## src/rtl/alu_exec_unit.sv

```systemverilog
// EX-stage execute unit: RV32I (+ optional M) ALU decode and datapath with a
// registered result and an iterative radix-2 restoring divider.
module alu_exec_unit #(
    parameter int XLEN     = 32,
    parameter bit ENABLE_M = 1'b1
) (
    input  logic            clk,
    input  logic            reset,
    input  logic            in_valid,
    output logic            in_ready,
    input  logic [1:0]      alu_op,
    input  logic [2:0]      funct3,
    input  logic            funct7_b5,
    input  logic            funct7_b0,
    input  logic [XLEN-1:0] operand_a,
    input  logic [XLEN-1:0] operand_b,
    input  logic            flush,
    output logic            out_valid,
    output logic [XLEN-1:0] result,
    output logic            zero,
    output logic            illegal
);

    localparam int SHW = $clog2(XLEN);
    localparam logic [XLEN-1:0] MOST_NEG = {1'b1, {(XLEN-1){1'b0}}};

    typedef enum logic [1:0] {
        S_IDLE     = 2'd0,
        S_DIV_RUN  = 2'd1,
        S_DIV_DONE = 2'd2
    } state_t;

    typedef enum logic [4:0] {
        OP_ADD, OP_SUB, OP_SLL, OP_SLT, OP_SLTU, OP_XOR, OP_SRL, OP_SRA,
        OP_OR, OP_AND, OP_MUL, OP_MULH, OP_MULHSU, OP_MULHU,
        OP_DIV, OP_DIVU, OP_REM, OP_REMU, OP_ILLEGAL
    } op_t;

    // Handshake: an op is taken on a rising edge where in_valid & in_ready & !flush;
    // in_ready depends only on state; out_valid is a single-cycle pulse per result.

    state_t state, state_next;
    op_t    op;

    logic            accept;
    logic            div_start;
    logic            step_en;
    logic            done_fire;
    logic [XLEN-1:0] alu_res;

    // Divider state
    logic [XLEN-1:0] div_rem;
    logic [XLEN-1:0] div_quo;
    logic [XLEN-1:0] div_dvs;
    logic [SHW-1:0]  div_cnt;
    logic            neg_q;
    logic            neg_r;
    logic            want_rem;

    function automatic op_t decode_base(input logic [2:0] f3, input logic b5, input logic imm);
        op_t o;
        o = OP_ILLEGAL;
        case (f3)
            3'b000: o = (!imm && b5) ? OP_SUB : OP_ADD;
            3'b101: o = b5 ? OP_SRA : OP_SRL;
            default: begin
                if (imm || !b5) begin
                    case (f3)
                        3'b001:  o = OP_SLL;
                        3'b010:  o = OP_SLT;
                        3'b011:  o = OP_SLTU;
                        3'b100:  o = OP_XOR;
                        3'b110:  o = OP_OR;
                        3'b111:  o = OP_AND;
                        default: o = OP_ILLEGAL;
                    endcase
                end
            end
        endcase
        return o;
    endfunction

    function automatic op_t decode_m(input logic [2:0] f3);
        op_t o;
        case (f3)
            3'b000:  o = OP_MUL;
            3'b001:  o = OP_MULH;
            3'b010:  o = OP_MULHSU;
            3'b011:  o = OP_MULHU;
            3'b100:  o = OP_DIV;
            3'b101:  o = OP_DIVU;
            3'b110:  o = OP_REM;
            default: o = OP_REMU;
        endcase
        return o;
    endfunction

    always_comb begin
        op = OP_ILLEGAL;
        case (alu_op)
            2'b00: op = OP_ADD;
            2'b01: op = OP_SUB;
            2'b10: begin
                if (!funct7_b0) begin
                    op = decode_base(funct3, funct7_b5, 1'b0);
                end else if (ENABLE_M) begin
                    op = decode_m(funct3);
                end
            end
            default: op = decode_base(funct3, funct7_b5, 1'b1);
        endcase
    end

    // Single-cycle datapath
    logic [SHW-1:0]    shamt;
    logic [2*XLEN-1:0] ext_a;
    logic [2*XLEN-1:0] ext_b;
    logic [2*XLEN-1:0] prod;
    logic              is_div;
    logic              div_signed;
    logic              is_rem;
    logic              b_zero;
    logic              div_ovf;
    logic [XLEN-1:0]   div_special;
    logic [XLEN-1:0]   mag_a;
    logic [XLEN-1:0]   mag_b;

    always_comb begin
        shamt      = operand_b[SHW-1:0];
        ext_a      = {{XLEN{(op == OP_MULH || op == OP_MULHSU) & operand_a[XLEN-1]}}, operand_a};
        ext_b      = {{XLEN{(op == OP_MULH) & operand_b[XLEN-1]}}, operand_b};
        prod       = ext_a * ext_b;
        is_div     = (op == OP_DIV) || (op == OP_DIVU) || (op == OP_REM) || (op == OP_REMU);
        div_signed = (op == OP_DIV) || (op == OP_REM);
        is_rem     = (op == OP_REM) || (op == OP_REMU);
        b_zero     = (operand_b == '0);
        div_ovf    = div_signed && (operand_a == MOST_NEG) && (operand_b == '1);
        if (b_zero) begin
            div_special = is_rem ? operand_a : '1;
        end else begin
            div_special = is_rem ? '0 : MOST_NEG;
        end
        mag_a = (div_signed && operand_a[XLEN-1]) ? -operand_a : operand_a;
        mag_b = (div_signed && operand_b[XLEN-1]) ? -operand_b : operand_b;

        alu_res = '0;
        case (op)
            OP_ADD:    alu_res = operand_a + operand_b;
            OP_SUB:    alu_res = operand_a - operand_b;
            OP_SLL:    alu_res = operand_a << shamt;
            OP_SLT:    alu_res = {{(XLEN-1){1'b0}}, $signed(operand_a) < $signed(operand_b)};
            OP_SLTU:   alu_res = {{(XLEN-1){1'b0}}, operand_a < operand_b};
            OP_XOR:    alu_res = operand_a ^ operand_b;
            OP_SRL:    alu_res = operand_a >> shamt;
            OP_SRA:    alu_res = $unsigned($signed(operand_a) >>> shamt);
            OP_OR:     alu_res = operand_a | operand_b;
            OP_AND:    alu_res = operand_a & operand_b;
            OP_MUL:    alu_res = prod[XLEN-1:0];
            OP_MULH,
            OP_MULHSU,
            OP_MULHU:  alu_res = prod[2*XLEN-1:XLEN];
            OP_DIV,
            OP_DIVU,
            OP_REM,
            OP_REMU:   alu_res = div_special;
            default:   alu_res = '0;
        endcase
    end

    assign accept    = in_valid && in_ready && !flush;
    assign div_start = accept && is_div && !b_zero && !div_ovf;

    // FSM: state register
    always_ff @(posedge clk) begin
        if (reset) begin
            state <= S_IDLE;
        end else begin
            state <= state_next;
        end
    end

    // FSM: next state
    always_comb begin
        state_next = state;
        case (state)
            S_IDLE:     if (div_start) state_next = S_DIV_RUN;
            S_DIV_RUN: begin
                if (flush) begin
                    state_next = S_IDLE;
                end else if (div_cnt == '0) begin
                    state_next = S_DIV_DONE;
                end
            end
            S_DIV_DONE: state_next = S_IDLE;
            default:    state_next = S_IDLE;
        endcase
    end

    // FSM: outputs
    always_comb begin
        in_ready  = (state == S_IDLE);
        step_en   = (state == S_DIV_RUN) && !flush;
        done_fire = (state == S_DIV_DONE) && !flush;
    end

    // One restoring step: shift next dividend bit into the partial remainder.
    logic [XLEN:0]   shifted;
    logic [XLEN:0]   trial;
    logic [XLEN-1:0] quo_final;
    logic [XLEN-1:0] rem_final;
    logic [XLEN-1:0] div_final;

    always_comb begin
        shifted   = {div_rem, div_quo[XLEN-1]};
        trial     = shifted - {1'b0, div_dvs};
        quo_final = neg_q ? -div_quo : div_quo;
        rem_final = neg_r ? -div_rem : div_rem;
        div_final = want_rem ? rem_final : quo_final;
    end

    always_ff @(posedge clk) begin
        if (reset) begin
            out_valid <= 1'b0;
            result    <= '0;
            zero      <= 1'b0;
            illegal   <= 1'b0;
            div_rem   <= '0;
            div_quo   <= '0;
            div_dvs   <= '0;
            div_cnt   <= '0;
            neg_q     <= 1'b0;
            neg_r     <= 1'b0;
            want_rem  <= 1'b0;
        end else begin
            out_valid <= 1'b0;
            if (accept && !div_start) begin
                result    <= alu_res;
                zero      <= (alu_res == '0);
                illegal   <= (op == OP_ILLEGAL);
                out_valid <= 1'b1;
            end
            if (div_start) begin
                div_rem  <= '0;
                div_quo  <= mag_a;
                div_dvs  <= mag_b;
                div_cnt  <= SHW'(XLEN - 1);
                neg_q    <= div_signed && (operand_a[XLEN-1] ^ operand_b[XLEN-1]);
                neg_r    <= div_signed && operand_a[XLEN-1];
                want_rem <= is_rem;
            end
            if (step_en) begin
                if (!trial[XLEN]) begin
                    div_rem <= trial[XLEN-1:0];
                    div_quo <= {div_quo[XLEN-2:0], 1'b1};
                end else begin
                    div_rem <= shifted[XLEN-1:0];
                    div_quo <= {div_quo[XLEN-2:0], 1'b0};
                end
                div_cnt <= div_cnt - SHW'(1);
            end
            if (done_fire) begin
                result    <= div_final;
                zero      <= (div_final == '0);
                illegal   <= 1'b0;
                out_valid <= 1'b1;
            end
        end
    end

endmodule

```

## config.mk

```make
export PLATFORM = sky130hd
export DESIGN_NAME = alu_exec_unit
export DESIGN_NICKNAME = d
export VERILOG_FILES = /design/src/rtl/alu_exec_unit.sv
export SDC_FILE = /design/constraint.sdc
export NUM_CORES = 2
export LEC_CHECK = 0
export ABC_CLOCK_PERIOD_IN_PS = 28100
export CORE_ASPECT_RATIO = 0.9
export CORE_MARGIN = 3
export CORE_UTILIZATION = 50
export DETAILED_ROUTE_END_ITERATION = 10
export MAX_ROUTING_LAYER = met4
export PLACE_DENSITY = 0.75
export SYNTH_ARGS = -nofsm -noshare
export SYNTH_HDL_FRONTEND = slang
export SYNTH_SLANG_ARGS = --single-unit
```

## constraint.sdc

```tcl
create_clock -name clk -period 28.1 [get_ports clk]
set_input_delay 2.81 -clock clk [delete_from_list [all_inputs] [get_ports clk]]
set_output_delay 2.81 -clock clk [all_outputs]
set_load 0.01 [all_outputs]
```

==> results.md <==
- Wire length per cell: 32.6 um
- Total routed wirelength: 281,000 um
- Cell taking the most area after synthesis: fa_1
- Status: completed
- Core Box Area: 115,000 um^2
- Final Max Tran Viols: 0
- CP startpoint kind: primary input
- Final worst-path cycle share: 53.2%
- Drc violations: 0
- Initial antenna violation count: 22
- Vias in the first global route: 56,300
- Cts bufs inserted: 25
- Crit Path Class: in2reg
- Worst R2R Path Depth: 18
- Fin Setup TNS: 0 ns
- R2R Setup Slk: 22.91 ns
- Worst EP required: around 29 ns
- Final Wtd Congestion: 1.10
- CTS sink count: approximately 140
- Post-synth EDFFs: 0
- Worst-Skew Late Latency: between 0.4 and 0.5 ns
- Die Y: 330 um
- Max_cap viols: 0
- Reg2reg start: div_quo[31]$_SDFFE_PP0P_
- Top cells by area, synth: fa_1, inv_1, ha_1, nand2_1, dfxtp_1
- Fill count: between 10,000 and 15,000
- Drt initial violations: 7,363
- Final worst path period need: 14.95 ns
- First drt pass iteration count: 6
- Ys Warns: 0
- Average size of a mapped cell: 8.10 um^2
- Hold Path Class: reg2reg
- H-tree Lvls: 4
- Worst-path fanout max: 19
- Most used cell along the critical path: fa_1
- Seq/Total Area, Yosys: 4.84%
- HPWL Detailed: 218,000 um
- Final worst setup slack: 13.15 ns
- CP startpoint: funct3[1]
- Crit Reg-Reg Endpoint: div_rem[16]$_SDFFE_PP0P_
- Initial cell density of the core: between 50% and 60%
- CTS Buffer Depth: 3
- Post-Syn Instances: approximately 7,200
- Yosys cell types: 106
- Worst Max-Slew Pin Slew: 1.32 ns
- IO Pins: 111
- Layout cells sized above 1: 5.58%
- Max stage delay on crit path: roughly 0.84 ns
- Syn Nets: around 8,800
- Maximum clock frequency: approximately 67 MHz
- GRT Overall Usage: 47.7%
- Clock skew: 0.0169 ns
- DR vias: ~56,000
- Via density: 6.45
- Synth Flop Type: dfxtp_1
- Final Hold Fails: 0
- Post-synthesis register bit count: 141
- CP max stage cell: fa_1
- Slew headroom: 12.2%
- Finish-stage setup viols: 0
- Die area: 121,000 um^2
- Critical Path AT: ~15 ns
- Top cell type's share of synthesized area: 38.7%
- Grt ovf: 0
- Post-synth ARST share: 0%
- Post-Place Worst Slack: 12.84 ns
- Largest net degree at the start of global routing: 61
- Die Span X: 366 um
- CTS Hold Buffers Added: 0
- Buffers on Ports: 110
- Crit end category: flip-flop
- Global-route wire length before repair: 403,000 um
- Area grow syn2layout: 5.33%
- Fin util: 53.3%
- TritonCTS clock tree: built
- Root buffer cell: clkbuf_16
- Post-Synthesis Cell Area: about 58,000 um^2
- Critical Path End: zero$_SDFFE_PP0P_
- FP Rows: 118
- NumNets Final: 8,589
- RSZ-0062 raised after global routing: no
- PostCTS Resize Cnt: 0
- Routed Antenna Nets: 0
- Setup Buffers After CTS: 0
- Clk slew on worst S/H paths: 0.06 ns
-- per-layer routing --
metal	wire length [um]	up-vias	global-route usage (%)
met5	0	-	-
met4	18100	0	24.4
met3	38800	918	16.5
met2	115000	4140	67.0
met1	109000	28000	61.0
li1	-	22600	-
-- cells in the mapped netlist (52+ instances only) --
master	n
inv_1	1327
fa_1	1128
nand2_1	1077
nor2_1	608
ha_1	348
a21oi_1	316
clkbuf_1	316
o21ai_0	226
xnor2_1	164
dfxtp_1	141
mux2i_1	110
buf_1	105
a211oi_1	79
nand3_1	71
a22oi_1	69
nor3_1	67
xor2_1	62
a21o_1	61
nand4_1	56
o31ai_1	52
-- cells by family (layout without fill, tap and decap cells) --
| group | after synthesis | count (layout) | synth area share [%] |
|---|---|---|---|
| AOI/OAI and AO/OA | 1215 | 1215 | 13.9 |
| other | 0 | 22 | 0 |
| buffers and inverters | 1831 | 1668 | 12.0 |
| adders and majority gates | 1476 | 1476 | 46.1 |
| DFF | 141 | 141 | 4.84 |
| xor gates and xnor gates | 226 | 226 | 3.39 |
| muxes | 170 | 170 | 3.87 |
| and+or+nand+nor | 2148 | 2148 | 15.8 |
-- cells in the final DEF, fill, tap and decap left out, types with 63 or more instances in the layout --
cell type	n
inv_1	1323
fa_1	1128
nand2_1	1077
nor2_1	604
ha_1	348
a21oi_1	314
o21ai_0	226
buf_4	177
xnor2_1	164
dfxtp_1	140
mux2i_1	110
a211oi_1	79
nand3_1	71
a22oi_1	69
nor3_1	63
-- worst min-delay path by stage --
| stage | slack, ns | from | end | cells after the start |
|---|---|---|---|---|
| 6_report | 0.49 | result[0]$_SDFFE_PP0P_ | result[0]$_SDFFE_PP0P_ | 2 |
| 5_1_grt | 0.52 | result[0]$_SDFFE_PP0P_ | result[0]$_SDFFE_PP0P_ | 2 |
| 4_1_cts | 0.49 | div_dvs[31]$_SDFFE_PP0P_ | div_dvs[31]$_SDFFE_PP0P_ | 2 |
| 3_5_place_dp | 0.48 | result[0]$_SDFFE_PP0P_ | result[0]$_SDFFE_PP0P_ | 2 |
| 3_3_place_gp | 0.48 | div_quo[13]$_SDFFE_PP0P_ | div_quo[13]$_SDFFE_PP0P_ | 2 |
| 2_1_floorplan | 0.45 | div_dvs[31]$_SDFFE_PP0P_ | div_dvs[31]$_SDFFE_PP0P_ | 2 |
-- area by class of cell --
class                      count  area, um^2  area share (%)
antenna                       22        55.1          0.0895
clock buffer                  29         671            1.09
clock inverter                 4        70.1           0.114
inverter                    1352        5070            8.25
multi-input combinational   5235       48700            79.1
sequential                   141        2820            4.59
tap                         1560        1950            3.17
timing repair buffer         283        2180            3.55
-- critical path: cells and delay by family --
family          cells  cell delay (ns)
fa+ha+maj           9             5.09
simple gates       14             3.78
compound gates      7             1.52
buf+inv             8             2.12
-- flip-flops by register name (all words and copies together), names as in the netlist --
signal     flops
want_rem       1
result        32
div_dvs       32
div_quo       32
div_cnt        5
state          2
neg_q          1
illegal        1
out_valid      1
zero           1
div_rem       32
neg_r          1
-- metrics by stage --
step / area [um^2] / hold WS (ns) / cells
6_report: 61500 / 0.487 / 8626
3_3_place_gp: 60700 / 0.481 / 8571
5_1_grt: 61500 / 0.515 / 8620
3_5_place_dp: 60700 / 0.478 / 8571
4_1_cts: 61400 / 0.490 / 8604
2_1_floorplan: 58400 / 0.446 / 7207
Power is left out: the tool's default activity adds up to more than one toggle a clock period on the data nets, which glitch-free logic cannot reach.
